==> config.mk <==
export PLATFORM = sky130hd
export DESIGN_NAME = exp_sched
export DESIGN_NICKNAME = d
export VERILOG_FILES = /design/src/rtl/exp_sched_pkg.sv /design/src/rtl/exp_rsp_fifo.sv /design/src/rtl/exp_sched.sv
export SDC_FILE = /design/constraint.sdc
export NUM_CORES = 1
export LEC_CHECK = 0
export ABC_CLOCK_PERIOD_IN_PS = 2800
export CAP_MARGIN = 20
export CORE_UTILIZATION = 45
export DETAILED_ROUTE_END_ITERATION = 8
export PLACE_DENSITY = 0.69
export SYNTH_ARGS = -nofsm -noshare
export SYNTH_HDL_FRONTEND = slang
export SYNTH_SLANG_ARGS = --single-unit
==> constraint.sdc <==
create_clock -name CLK -period 2.8 [get_ports CLK]
set_input_delay 0.28 -clock CLK [delete_from_list [all_inputs] [get_ports CLK]]
set_output_delay 0.28 -clock CLK [all_outputs]
set_load 0.02 [all_outputs]
==> src/rtl/exp_sched_pkg.sv <==
// exp_sched_pkg: shared widths and helpers for the exp scheduler.
//   DATA_W    operand/result width passed through unchanged
//   id_width  requester-index width, at least one bit
//   cnt_width credit counter width able to hold 0..depth
package exp_sched_pkg;

  localparam int unsigned DATA_W = 32;

  // Requester index width; never zero so a 1-bit id survives N_REQ=1 builds.
  function automatic int unsigned id_width(input int unsigned n);
    return (n < 2) ? 1 : $clog2(n);
  endfunction

  // Credit counter must represent the full value "depth" itself.
  function automatic int unsigned cnt_width(input int unsigned depth);
    return $clog2(depth) + 1;
  endfunction

endpackage

==> src/rtl/exp_rsp_fifo.sv <==
// exp_rsp_fifo: first-word fall-through response buffer for one requester.
//   CLK, RST_N  clock, asynchronous active-low reset
//   push        write push_data (ignored when full)
//   push_data   result word from the exp pipeline
//   pop         consume head (ignored when empty)
//   full/empty  occupancy flags from wrap-bit pointer compare
//   head        oldest entry, valid whenever !empty
module exp_rsp_fifo #(
  parameter int unsigned DATA_W = 32,
  parameter int unsigned DEPTH  = 4
) (
  input  logic              CLK,
  input  logic              RST_N,
  input  logic              push,
  input  logic [DATA_W-1:0] push_data,
  input  logic              pop,
  output logic              full,
  output logic              empty,
  output logic [DATA_W-1:0] head
);

  localparam int unsigned AW = $clog2(DEPTH);

  logic [AW:0]       wr_ptr;
  logic [AW:0]       rd_ptr;
  logic [DATA_W-1:0] mem [DEPTH];
  logic              do_push;
  logic              do_pop;

  // Equal index with differing wrap bit means the write side lapped the read side.
  always_comb begin
    empty   = (wr_ptr == rd_ptr);
    full    = (wr_ptr[AW] != rd_ptr[AW]) && (wr_ptr[AW-1:0] == rd_ptr[AW-1:0]);
    do_push = push && !full;
    do_pop  = pop && !empty;
    head    = mem[rd_ptr[AW-1:0]];
  end

  // Pointer state.
  always_ff @(posedge CLK or negedge RST_N) begin
    if (!RST_N) begin
      wr_ptr <= '0;
      rd_ptr <= '0;
    end else begin
      if (do_push) wr_ptr <= wr_ptr + (AW+1)'(1);
      if (do_pop)  rd_ptr <= rd_ptr + (AW+1)'(1);
    end
  end

  // Storage needs no reset; empty masks stale contents.
  always_ff @(posedge CLK) begin
    if (do_push) mem[wr_ptr[AW-1:0]] <= push_data;
  end

endmodule

==> src/rtl/exp_sched.sv <==
// exp_sched: shares one exp pipeline between N_REQ requesters.
//   CLK, RST_N   clock, asynchronous active-low reset
//   req_valid    per-requester request valid
//   req_data     operand x, slice i for requester i
//   req_ready    grant this cycle (combinational, from registered credit state)
//   rsp_valid    per-requester response available
//   rsp_data     exp(x) result, slice i
//   rsp_ready    per-requester consumer ready
//   exp_data     registered operand to the exp pipeline
//   exp_result   exp pipeline output, aligned by the tag pipe
//   busy         any result in flight or buffered
module exp_sched
  import exp_sched_pkg::*;
#(
  parameter int unsigned N_REQ      = 2,
  parameter int unsigned EXP_LAT    = 3,
  parameter int unsigned FIFO_DEPTH = 4
) (
  input  logic                    CLK,
  input  logic                    RST_N,
  input  logic [N_REQ-1:0]        req_valid,
  input  logic [DATA_W*N_REQ-1:0] req_data,
  output logic [N_REQ-1:0]        req_ready,
  output logic [N_REQ-1:0]        rsp_valid,
  output logic [DATA_W*N_REQ-1:0] rsp_data,
  input  logic [N_REQ-1:0]        rsp_ready,
  output logic [DATA_W-1:0]       exp_data,
  input  logic [DATA_W-1:0]       exp_result,
  output logic                    busy
);

  localparam int unsigned ID_W  = id_width(N_REQ);
  localparam int unsigned CNT_W = cnt_width(FIFO_DEPTH);

  logic [CNT_W-1:0]  cnt [N_REQ];
  logic [ID_W-1:0]   rr_ptr;
  logic              ready_en;
  logic [N_REQ-1:0]  eligible;
  logic [N_REQ-1:0]  grant;
  logic [ID_W-1:0]   grant_idx;
  logic [ID_W-1:0]   rr_next;
  logic              found;
  logic [DATA_W-1:0] sel_data;
  logic [N_REQ-1:0]  pop;
  logic [N_REQ-1:0]  push;
  logic [N_REQ-1:0]  fifo_full;
  logic [N_REQ-1:0]  fifo_empty;
  logic              tag_vld [EXP_LAT+1];
  logic [ID_W-1:0]   tag_id  [EXP_LAT+1];

  // Eligibility uses only registered credit: a pop frees a slot next cycle.
  // ready_en keeps grants off until the first edge after reset release.
  always_comb begin
    for (int i = 0; i < N_REQ; i++) begin
      eligible[i] = ready_en && req_valid[i] && (cnt[i] < CNT_W'(FIFO_DEPTH));
    end
  end

  // Round-robin: search indices >= rr_ptr first, then wrap to those below it.
  always_comb begin
    grant     = '0;
    grant_idx = '0;
    found     = 1'b0;
    for (int i = 0; i < N_REQ; i++) begin
      if (!found && eligible[i] && (ID_W'(i) >= rr_ptr)) begin
        found     = 1'b1;
        grant[i]  = 1'b1;
        grant_idx = ID_W'(i);
      end
    end
    for (int i = 0; i < N_REQ; i++) begin
      if (!found && eligible[i] && (ID_W'(i) < rr_ptr)) begin
        found     = 1'b1;
        grant[i]  = 1'b1;
        grant_idx = ID_W'(i);
      end
    end
    rr_next = (grant_idx == ID_W'(N_REQ - 1)) ? '0 : grant_idx + ID_W'(1);
  end

  // Operand mux for the granted requester.
  always_comb begin
    sel_data = '0;
    for (int i = 0; i < N_REQ; i++) begin
      if (grant[i]) sel_data = req_data[i*DATA_W +: DATA_W];
    end
  end

  // Handshakes, FIFO routing and status.
  always_comb begin
    req_ready = grant;
    rsp_valid = ~fifo_empty;
    pop       = rsp_ready & ~fifo_empty;
    busy      = 1'b0;
    for (int i = 0; i < N_REQ; i++) begin
      push[i] = tag_vld[EXP_LAT] && (tag_id[EXP_LAT] == ID_W'(i));
      busy    = busy | (cnt[i] != '0);
    end
  end

  // Issue register, tag pipe, round-robin pointer and credit counters.
  always_ff @(posedge CLK or negedge RST_N) begin
    if (!RST_N) begin
      ready_en <= 1'b0;
      rr_ptr   <= '0;
      exp_data <= '0;
      for (int s = 0; s <= EXP_LAT; s++) begin
        tag_vld[s] <= 1'b0;
        tag_id[s]  <= '0;
      end
      for (int i = 0; i < N_REQ; i++) cnt[i] <= '0;
    end else begin
      ready_en   <= 1'b1;
      tag_vld[0] <= found;
      tag_id[0]  <= grant_idx;
      if (found) begin
        rr_ptr   <= rr_next;
        exp_data <= sel_data;
      end
      for (int s = 1; s <= EXP_LAT; s++) begin
        tag_vld[s] <= tag_vld[s-1];
        tag_id[s]  <= tag_id[s-1];
      end
      for (int i = 0; i < N_REQ; i++) begin
        case ({grant[i], pop[i]})
          2'b10:   cnt[i] <= cnt[i] + CNT_W'(1);
          2'b01:   cnt[i] <= cnt[i] - CNT_W'(1);
          default: cnt[i] <= cnt[i];
        endcase
      end
    end
  end

  // One response buffer per requester.
  for (genvar g = 0; g < N_REQ; g++) begin : g_fifo
    exp_rsp_fifo #(
      .DATA_W (DATA_W),
      .DEPTH  (FIFO_DEPTH)
    ) u_fifo (
      .CLK       (CLK),
      .RST_N     (RST_N),
      .push      (push[g]),
      .push_data (exp_result),
      .pop       (pop[g]),
      .full      (fifo_full[g]),
      .empty     (fifo_empty[g]),
      .head      (rsp_data[g*DATA_W +: DATA_W])
    );

    // Credit accounting makes this unreachable; firing means a counter bug.
    a_no_overflow : assert property (@(posedge CLK) disable iff (!RST_N)
                                     !(push[g] && fifo_full[g]));
  end

endmodule

### Yosys cells after proc, flatten, opt, wreduce, memory -nomap -nowiden

Memories as Yosys holds them, arrays and structs flattened.
Index checks and enable logic that the tools add are counted.

| storage, ports and cells | value |
|---|---|
| register bits after elaboration | 60 |
| RAM bits | 256 |
| input bits | 102 |
| output and inout port bits | 101 |
| logic and storage cells | 96 |
| memories kept | 2 |

Memory list:

| memory | depth | width | read ports | clocked after Yosys merged registers in | wr ports | line | RTL |
|---|---|---|---|---|---|---|---|
| g_fifo[0].u_fifo.mem | 4 | 32 | 1 | 0 | 1 | exp_rsp_fifo.sv:26 | `logic [DATA_W-1:0] mem [DEPTH];` |
| g_fifo[1].u_fifo.mem | 4 | 32 | 1 | 0 | 1 | exp_rsp_fifo.sv:26 |  |

| cells by class | value |
|---|---|
| $add $sub $neg | 9 |
| order comparisons | 6 |
| equality and inequality tests | 10 |
| multiplexer cells | 18 |
| bitwise operators | 4 |
| reduce and logical (&&, ||, !) cells | 30 |

Operators by type and width:

| operator | number |
|---|---|
| 2-to-1 mux 32 bit | 2 |
| logical AND 1 bit | 19 |
| adder 3 x 1 -> 3 bit, second input constant | 6 |
| 2-to-1 mux 1 bit | 14 |
| case mux 3 bit (2 select lines) | 2 |
| zero test 1 bit | 7 |
| equality test 3 bit | 2 |
| < comparator 3 bit, second input constant | 2 |
| nonzero test 3 bit | 2 |
| subtractor 3 x 1 -> 3 bit, second input constant | 2 |
| equality test 2 x 1 -> 1 bit, second input constant | 2 |
| equality test 2 bit | 2 |
| equality test 2 bit, second input constant | 2 |
| nonzero test 2 bit | 2 |
| AND 2 bit | 1 |
| greater-or-equal comparator 1 bit, first input constant | 2 |
| < comparator 1 bit, first input constant | 2 |
| inequality test 1 bit | 2 |
| NOT 2 bit | 1 |
| adder 1 bit, second input constant | 1 |
| NOT 1 bit | 1 |
| OR 1 bit | 1 |

### Longest topological paths before layout

Gate-level depths: netlist of run 1.

| logic depth | value |
|---|---|
| depth after elaboration | 18 |
| gate-level depth with buffers | 10 |
| gate-level depth less buffers | 9 |

### By module

Synthesis of run 1 repeated with hierarchy kept, for this count alone.

| second synthesis, totals | value |
|---|---|
| cell total of the unflattened synthesis | 660 |
| area, all modules | 12,458.2 µm² |

By module, submodules not included:

| module | instances | cells an instance | area an instance (µm²) | seq. area each (µm²) |
|---|---|---|---|---|
| exp_rsp_fifo at g_fifo[0].u_fifo | 1 | 216 | 5,136.2 | 3,993.8 |
| exp_rsp_fifo at g_fifo[1].u_fifo | 1 | 216 | 5,077.4 | 3,993.8 |
| exp_sched | 1 | 228 | 2,244.7 | 1,201.2 |

### Worst setup path before layout of run 1

Ideal clock, no wire load.

| timing path | value |
|---|---|
| path type | flip-flop to flip-flop |
| start point | reg g_fifo[1].u_fifo.rd_ptr[0] |
| end point | mem g_fifo[1].u_fifo.mem[3][0], enable pin |
| setup time | 0.441 ns |
| data arrival time | 2.524 ns |
| required time | 2.359 ns |
| setup slack | -0.165 ns |
| stages on the path, launching flop included | 4 |
| path buffers | 1 |
| clock period less this slack | 2.965 ns |
| cells stage by stage | dfrtp_1 -> buf_4 -> xnor2_2 -> a31oi_1 |

| on the way | value |
|---|---|
| cells in the longest elaborated chain, start to end | 6 |

Ends and longest elaborated chain:

| what | line | RTL |
|---|---|---|
| from (decl) | exp_rsp_fifo.sv:25 | `logic [AW:0] rd_ptr;` |
| from (signal assigned) | exp_rsp_fifo.sv:46 | `if (do_pop) rd_ptr <= rd_ptr + (AW+1)'(1);` |
| equality test 2 bit | exp_rsp_fifo.sv:33 | `full = (wr_ptr[AW] != rd_ptr[AW]) && (wr_ptr[AW-1:0] == rd_ptr[AW-1:0]);` |
| logical AND 1 bit | exp_rsp_fifo.sv:33 |  |
| zero test 1 bit | exp_rsp_fifo.sv:34 | `do_push = push && !full;` |
| logical AND 1 bit | exp_rsp_fifo.sv:34 |  |
| 2-to-1 mux 1 bit | exp_rsp_fifo.sv:52 | `if (do_push) mem[wr_ptr[AW-1:0]] <= push_data;` |
| 2-to-1 mux 1 bit (not written as such) | exp_rsp_fifo.sv:52 |  |
| to (decl) | exp_rsp_fifo.sv:26 |  |

No other way between the ends.

### Worst setup path in the final report of run 1

| timing path | value |
|---|---|
| start point | reg g_fifo[1].u_fifo.rd_ptr[1] |
| end point | out rsp_data[55] |

| on the way | value |
|---|---|
| cells in the longest elaborated chain, start to end | 1 |

Ends and longest elaborated chain:

| what | line | RTL |
|---|---|---|
| memory (4 x 32 bit) | -- |  |
| to (decl) | exp_sched.sv:25 | `output logic [DATA_W*N_REQ-1:0] rsp_data,` |

No other way between the ends.

==> qor.yml, run 1 <==
drv_cap: 0
setup.worst_path.end: "rsp_data[55]"
synth_cell_types: 45
syn_to_final_growth_pct: 28.2
die_x_um: 167
synthXorXnorAreaFrac_pct: 1.86
final_nets: 919
cts_max_path_buffers: 3
fin_ws_ns: 0.110
area.sequential_um2: 9200
insertion_delay_ns: 0.54
postSynthCellCount: 577
rsz0062_at_grt: "no"
timing.rr.end: "g_fifo[0].u_fifo.mem[1][20]"
finalCritPeriodShare_pct: 96.1
antenna_found_initial: 0
cts_tree: "yes"
dr_total_vias: 6378
dr.pass1.iters: 4
hold_violations: 0
grt.busiest_layer: "met2"
synth-adder-area-share_pct: 1.55
layout_commonest_cell: "edfxtp_1"
power_density_nw_per_um2: 1020
coreArea_um2: 26900
dieHeight_um: 167
synth_fp_nets: 693
cp_data_required_time_ns: 2.52
grt_util_met3_pct: 3.47
finalSetupViolCount: 0
muxShareOfSynthArea_pct: 12.4
drc: 0
rr_worst_depth: 5
path_depth: 3
die_area_um2: 27900
cp_cell_sequence: "buf_6, mux4_2, clkdlybuf4s50_1"
grt_overflow: 0
slowest_stage: "dfrtp_4"
num_antenna_cells: 0
initial_core_util_pct: 45.6
syn_area_per_cell_um2: 21.2
crit_family: "buffers and inverters"
crit_start: "g_fifo[1].u_fifo.rd_ptr[1]"
first_iter_violations: 438
slew_viol_final: 0
hp-class: "input port to asynchronous set/reset pin"
cts_htree_levels: 1
critPathMaxStageDelay_ns: 0.57
yosys_warnings: 0
slew_headroom_pct: 52.7
drive_gt1_share_pct: 18.8
vias_per_cell: 5.48
crit_type: "flip-flop to primary output"
path_max_fanout: 26
finClkSkew_ns: 0.00998
wl_mm: 25.1
critPathBufInv: 2
root_buffer: "clkbuf_16"
track_usage_pct: 18.6
clock.fmax_ghz: 0.372
met2_usage_pct: 32.0
ir_worst_vdd_mv: 0.632
synth-simple-area-share_pct: 3.15
clk_pin_slew_ns: 0.06
ios: 203
fin_cells: 1164
rows: 60
drtAntennaViolNets: 0
outcome: "finished clean"
post-cts-setup-buffers: 0
io_buffers: 202
critical_path.startpoint_type: "flip-flop"
cp-end-kind: "primary output"
fill_cells: 1979
utilization_pct: 58.5
reg2reg_slack_ns: 0.44
netlist_area_um2: 12300
worst_slew_pin_slew_ns: 0.710
grt_pass1_vias: 6955
synth_seq_cells: 316
met1_usage_pct: 24.7
arrival_ns: 2.41
dp_slack_ns: 0.385
dp_hpwl_mm: 16.6
grt_max_degree: 36
clock_sinks: 316
p_leak_nw: 5.30
regToRegStartpoint: "g_fifo[0].u_fifo.rd_ptr[1]"
synth-compound-area-share_pct: 4.19
grt_pass1_wl_mm: 40.0
multiInputGateArea_um2: 2880
cts-buffers-inserted: 30
synth_top_family_by_area: "multiplexers"
final_cell_mix: "edfxtp_1, clkdlybuf4s50_1, mux4_2"
min_period_ns: 2.69
tns_ns: 0
wl_per_cell_um: 21.5
power.total_mw: 16.0
globalplace.congestion: 0.798
dp_cells: 1111
synth-seq-area-share_pct: 74.9
## synth_stat cells (all sizes together)
cell	instances	area (um^2)
nand2b	2	12.5
dfrtp	60	1500
mux2	5	60.1
edfxtp	256	7690
xor2	9	109
o221a	32	360
nor4	3	18.8
clkbuf	8	30.0
nand3	2	10.0
nand3b	3	22.5
conb	1	3.75
mux4	64	1440
a31oi	3	25.0
ha	12	150
a221o	1	10.0
nand2	6	22.5
and3b	1	8.76
fa	2	40.0
mux2i	2	20.0
a311oi	1	26.3
or3	34	213
a211o	1	8.76
o311ai	1	8.76
a21boi	1	11.3
xnor2	11	119
buf	21	149
nor2	6	22.5
a21oi	3	15.0
inv	13	48.8
nor3b	1	7.51
and2	6	37.5
nor3	1	5.00
o31ai	2	33.8
a211oi	2	15.0
or2	1	6.26
## registers in the layout, indices dropped and copies added, names as in the netlist
| name | cells |
|---|---|
| ready_en | 1 |
| tag_id | 4 |
| g_fifo.u_fifo.rd_ptr | 6 |
| exp_data | 32 |
| g_fifo.u_fifo.mem | 256 |
| g_fifo.u_fifo.wr_ptr | 6 |
| cnt | 6 |
| rr_ptr | 1 |
| tag_vld | 4 |
## cell type report
cell class | instances | area share, %
repair buffers | 223 | 14.5
inverters | 13 | 0.310
clock inverters | 15 | 0.605
well taps | 341 | 2.71
clock buffers | 37 | 5.08
flip-flops and latches | 316 | 58.5
multi-input cells | 219 | 18.3
## report_power, final
part / internal, mW / total (mW) / switching [mW]
Sequential: 5.80 / 6.27 / 0.477
Combinational: 3.03 / 6.09 / 3.05
Clock: 2.09 / 3.69 / 1.60
Total: 10.9 / 16.0 / 5.13
## metrics by stage
| step | area (um^2) | hold WS [ns] |
|---|---|---|
| floorplan | 12300 | -0.0156 |
| global placement | 14800 | 0.332 |
| detailed placement | 14800 | 0.336 |
| CTS | 15700 | 0.316 |
| global route | 15700 | 0.354 |
| finish | 15700 | 0.313 |
## how the worst min path moves through the flow
stage | slack [ns] | to | startpoint | cells after the start
2_1_floorplan | -0.02 | cnt[0] | RST_N | 0
3_3_place_gp | 0.33 | tag_id[2] | tag_id[3] | 0
3_5_place_dp | 0.34 | tag_id[2] | tag_id[3] | 0
4_1_cts | 0.32 | exp_data[14] | RST_N | 2
5_1_grt | 0.35 | exp_data[14] | RST_N | 2
6_report | 0.31 | exp_data[14] | RST_N | 2
## what timing repair did
action | CTS | global route
hold buffers | 1 | 0
gates resized for setup | 1 | 1
setup endpoints to repair | 24 | 19
cloned | 0 | 0
hold endpoints to repair | 28 | 0
## kinds of logic after synthesis
kind of cell	after synthesis
DFF	316
adders and majority gates	14
other	1
and+or+nand+nor	66
muxes	71
xor gates and xnor gates	20
AOI/OAI and AO/OA	47
buffers and inverters	42
## layer usage
metal  wire (um)  vias to the layer above
met3        1750                       34
li1            -                     2809
met1       10400                     3280
met5           0                        -
met4         420                        0
met2       12500                      255
(Power assumes the default switching activity.)
==> inputs of run 2 (changes only) <==
--- a/config.mk
+++ b/config.mk
@@ -7,7 +7,9 @@
 export LEC_CHECK = 0
 export ABC_CLOCK_PERIOD_IN_PS = 2800
 export CAP_MARGIN = 20
+export CORE_ASPECT_RATIO = 1.2
 export CORE_UTILIZATION = 45
+export CTS_CLUSTER_SIZE = 8
 export DETAILED_ROUTE_END_ITERATION = 8
 export PLACE_DENSITY = 0.69
 export SYNTH_ARGS = -nofsm -noshare
==> run 2 against run 1 <==
The flow now finishes with violations (design-rule violations). Maximum frequency barely moved. Worst hold slack improved by 0.034 ns. Non-clock buffer count rose by 1. Final cell count rose by 1.5%. First-iteration DRC count fell by 13%. Critical path type unchanged. Largest power group unchanged.
==> qor.yml, run 2 (synthesized netlist as in run 1, its figures left out) <==
finalCritPeriodShare_pct: 96.1
finalSetupViolCount: 0
cp_data_required_time_ns: 2.52
slew_viol_final: 0
hp-class: "input port to asynchronous set/reset pin"
slew_headroom_pct: 50.4
die_area_um2: 27900
first_iter_violations: 379
dr_total_vias: 6518
min_period_ns: 2.69
power_density_nw_per_um2: 1080
initial_core_util_pct: 46.2
drc: 10
p_leak_nw: 5.49
vias_per_cell: 5.51
final_cell_mix: "edfxtp_1, clkdlybuf4s50_1, mux4_2"
drive_gt1_share_pct: 19.7
cts_htree_levels: 2
grt_max_degree: 36
dp_hpwl_mm: 16.4
cts_tree: "yes"
cts-buffers-inserted: 45
path_max_fanout: 35
drtAntennaViolNets: 0
syn_to_final_growth_pct: 31.4
critical_path.startpoint_type: "flip-flop"
grt_pass1_wl_mm: 41.5
final_nets: 935
ios: 203
cts_max_path_buffers: 3
clock.fmax_ghz: 0.372
finClkSkew_ns: 0.0139
insertion_delay_ns: 0.53
globalplace.congestion: 0.750
rsz0062_at_grt: "no"
grt_overflow: 0
tns_ns: 0
die_x_um: 153
rr_worst_depth: 8
outcome: "finished with violations"
arrival_ns: 2.41
crit_type: "flip-flop to primary output"
drv_cap: 0
clk_pin_slew_ns: 0.05
rows: 65
clock_sinks: 316
root_buffer: "clkbuf_16"
fin_ws_ns: 0.109
cp-end-kind: "primary output"
track_usage_pct: 19.8
violations: "design-rule violations"
antenna_found_initial: 0
num_antenna_cells: 0
fin_hold_ws_ns: 0.346
wl_mm: 26.6
grt_pass1_vias: 7226
dr.pass1.iters: 9
layout_commonest_cell: "edfxtp_1"
wl_per_cell_um: 22.5
hold_violations: 0
dieHeight_um: 183
cts.repair.resized: 0
ir_worst_vdd_mv: 0.566
coreArea_um2: 26500
worst_slew_pin_slew_ns: 0.744
dp_slack_ns: 0.463
io_buffers: 202
largest_reg_flops: 256
## run 2: cell types whose count changed in the layout (fill, tap and decap cells not counted)
cell        delta
buf_4          +2
buf_6          -1
bufinv_16      -1
clkbuf_1      +19
clkbuf_16     +14
clkbuf_8       +2
clkinv_1       -7
clkinv_2       -4
clkinv_4       -1
clkinvlp_2     -2
dfrtp_2        +1
dfrtp_4        -1
inv_16         +1
inv_6          +2
## run 2: per-stage QoR
| step | std cells | cell area, um^2 | power (mW) | util [%] |
|---|---|---|---|---|
| CTS | 1182 | 16100 | 17.5 | 60.8 |
| floorplan | 577 | 12300 | 9.91 | - |
| detailed placement | 1105 | 14800 | 12.5 | 55.8 |
| finish | 1182 | 16100 | 17.3 | 60.8 |
| global route | 1182 | 16100 | 18.1 | 60.8 |
| global placement | 1105 | 14800 | 12.4 | 55.8 |
## run 2: critical path, stage by stage, from the launching register on
cell             delay, ns
dfrtp_2               0.39
buf_12                0.30
mux4_2                0.61
clkdlybuf4s50_1       0.57
## run 2: layer usage
metal  vias up  wire (um)  track usage, %
met2       277      13800            34.8
li1       2845          -               -
met4         0        548            6.75
met1      3362      10200            24.2
met5         -          0               0
met3        34       2050            4.63
## run 2: power breakdown
group	switching, mW	total (mW)	internal (mW)	leakage [nW]
combinational	3.15	6.20	3.05	1.87
clock	1.88	4.91	3.02	0.617
sequential	0.434	6.24	5.80	3.00
## run 2: final timing paths
check	startpoint	to	slack, ns
hold reg to reg	tag_id[3]	tag_id[2]	0.35
setup reg to reg	g_fifo[0].u_fifo.wr_ptr[0]	cnt[5]	0.46
max in group asynchronous	RST_N	exp_data[4]	1.59
setup / recovery	g_fifo[0].u_fifo.rd_ptr[0]	rsp_data[10]	0.11
hold / removal	RST_N	exp_data[8]	0.35
min in group CLK	tag_id[3]	tag_id[2]	0.35
## run 2: area by class of cell
class                   count  area, um^2
clock inverters             3        37.5
repair buffers            224        2280
fillers                  1907       10400
well taps                 335         419
inverters                  13        48.8
multi-input cells         219        2880
flip-flops and latches    316        9190
clock buffers              72        1250
## run 2: timing repair
item	CTS	global route
setup endpoints to repair	9	0
hold buffers	1	0
setup buffers	1	0
endpoints found under the hold margin	32	0
==> inputs of run 3 (changes only) <==
--- a/config.mk
+++ b/config.mk
@@ -5,7 +5,7 @@
 export SDC_FILE = /design/constraint.sdc
 export NUM_CORES = 1
 export LEC_CHECK = 0
-export ABC_CLOCK_PERIOD_IN_PS = 2800
+export ABC_CLOCK_PERIOD_IN_PS = 2250
 export CAP_MARGIN = 20
 export CORE_ASPECT_RATIO = 1.2
 export CORE_UTILIZATION = 45
==> constraint.sdc (replaced) <==
create_clock -name CLK -period 2.25 [get_ports CLK]
set_input_delay 0.225 -clock CLK [delete_from_list [all_inputs] [get_ports CLK]]
set_output_delay 0.225 -clock CLK [all_outputs]
set_load 0.02 [all_outputs]
==> run 3 against run 2 <==
Design area rose by 0.86%. Highest routed layer unchanged. Total power rose by 27%. Via count rose by 1.4%. Sequential power rose by 24%. The run ends with design-rule violations, negative setup slack left. Critical path type is now flip-flop to flip-flop. Die area did not move. Worst setup slack got worse by 0.24 ns. Core utilization rose by 0.52 points. Critical endpoint is now g_fifo[1].u_fifo.mem[0][23]. Clock power rose by 24%. Critical path depth rose by 2.
==> qor.yml, run 3 (synthesized netlist as in run 1, its figures left out) <==
worst_slew_pin_slew_ns: 1.02
final_nets: 958
grt_max_degree: 61
power.total_mw: 22.0
globalplace.congestion: 0.794
reg2reg_slack_ns: -0.13
coreArea_um2: 26500
insertion_delay_ns: 0.54
power_density_nw_per_um2: 1350
dp_hpwl_mm: 15.9
cts_htree_levels: 2
final_cell_mix: "edfxtp_1, clkdlybuf4s50_1, mux4_2"
switching_share_pct: 32.3
crit_family: "simple AND/OR/NAND/NOR gates"
drive_gt1_share_pct: 29.3
dp_cells: 1115
violations: "design-rule violations, negative setup slack"
syn_to_final_growth_pct: 32.5
antenna_found_initial: 0
track_usage_pct: 20.3
power_frac_comb_pct: 37.2
min_period_ns: 2.38
placed_area_um2: 14900
p_int_mw: 14.9
grt_overflow: 0
utilization_pct: 61.3
p_clk_share_pct: 27.6
cts-buffers-inserted: 45
cp_cell_sequence: "buf_8, buf_4, xnor2_2, a31oi_2, and2_2"
regToRegStartpoint: "g_fifo[1].u_fifo.rd_ptr[0]"
crit_type: "flip-flop to flip-flop"
stdcell_area_um2: 16200
hp-class: "input port to asynchronous set/reset pin"
slew_headroom_pct: 31.8
clock.fmax_ghz: 0.421
ios: 203
cts_max_path_buffers: 3
crit_start: "g_fifo[1].u_fifo.rd_ptr[0]"
drtAntennaViolNets: 0
wl_met2_mm: 14.6
wl_per_cell_um: 23.0
finClkSkew_ns: 0.0109
slowest_stage: "and2_2"
finalSetupViolCount: 96
fin_ws_ns: -0.127
initial_core_util_pct: 46.2
cts_tree: "yes"
critPathMaxStageDelay_ns: 0.87
route.met3.wl_mm: 1.80
vias_per_cell: 5.50
ir_worst_vdd_mv: 0.647
dr.pass1.iters: 8
io_buffers: 202
dr_total_vias: 6611
grt_pass1_vias: 7383
dieHeight_um: 183
outcome: "finished with violations"
first_iter_violations: 370
top_layer: "met4"
tns_ns: -10.22
finalCritPeriodShare_pct: 106
p_leak_nw: 5.71
p_sw_mw: 7.10
critPathBufInv: 2
wl_mm: 27.7
clk_pin_slew_ns: 0.05
drc: 13
cp_data_required_time_ns: 2.40
path_max_fanout: 32
clock_sinks: 316
layout_commonest_cell: "edfxtp_1"
rows: 65
cp-end-kind: "flip-flop"
critical_path.startpoint_type: "flip-flop"
grt_pass1_wl_mm: 42.2
hold_violations: 0
drv_cap: 0
largest_reg_flops: 256
slew_viol_final: 0
die_area_um2: 27900
die_x_um: 153
arrival_ns: 2.52
num_antenna_cells: 0
root_buffer: "clkbuf_16"
fin_cells: 1203
rsz0062_at_grt: "yes"
wl_met1_mm: 10.7
seqPwrFrac_pct: 35.3
-- run 3: cell types whose count changed in the layout (fill, tap and decap cells not counted), sizes merged --
cell / previous run / this run
clkdlybuf4s50: 201 / 132
dlygate4sd2: 0 / 4
buf: 22 / 100
dlymetal6s2s: 0 / 1
clkinv: 0 / 2
clkdlybuf4s15: 0 / 3
inv: 16 / 14
clkbuf: 72 / 76
-- run 3: through the flow --
| step | setup slack, ns | hold WS (ns) |
|---|---|---|
| CTS | -0.146 | 0.224 |
| finish | -0.127 | 0.223 |
| detailed placement | -0.0418 | 0.261 |
| global route | -0.217 | 0.273 |
| floorplan | 0.0246 | -0.0706 |
| global placement | 0.0583 | 0.245 |
-- run 3: per-layer routing --
metal	global-route usage, %	vias up
met4	6.67	0
met5	0	-
met1	23.7	3391
met2	36.8	270
met3	4.80	48
li1	-	2902
-- run 3: power groups by stage --
stage / sequential [mW] / combinational (mW) / clock [mW]
4_1_cts: 7.76 / 8.14 / 6.19
5_1_grt: 7.85 / 8.64 / 6.46
6_report: 7.76 / 8.18 / 6.07
3_5_place_dp: 7.82 / 7.99 / 0
3_3_place_gp: 7.79 / 7.85 / 0
2_1_floorplan: 8.02 / 4.32 / 0
-- run 3: final cells by class --
cell class,count,area (um^2)
Clock buffer,70,1240
Inverter,13,48.8
Multi-Input combinational cell,219,2920
Timing Repair Buffer,247,2380
Sequential cell,316,9190
Fill cell,1851,10300
Tap cell,335,419
Clock inverter,3,41.3
-- run 3: what timing repair did --
| action | CTS | global route |
|---|---|---|
| hold buffers | 1 | 0 |
| hold endpoints to repair | 60 | 0 |
| resized for setup | 260 | 39 |
| pin swaps | 2 | 3 |
| setup buffers | 8 | 2 |
| cloned | 5 | 1 |
| setup endpoints to repair | 68 | 137 |
-- run 3: worst reg2reg max path, cell delays in order, from the launching register on --
cell and delay (ns):
dfrtp_2 0.43, buf_8 0.16, buf_4 0.15, xnor2_2 0.14, a31oi_2 0.23, and2_2 0.87
-- run 3: worst paths after layout --
path	endpoint	cells after the start
max	g_fifo[1].u_fifo.mem[0][23]	5
min	exp_data[11]	3
max reg2reg	g_fifo[1].u_fifo.mem[0][23]	5
min reg2reg	tag_vld[1]	0
max in group asynchronous	g_fifo[0].u_fifo.rd_ptr[0]	3
min in group CLK	tag_vld[1]	0
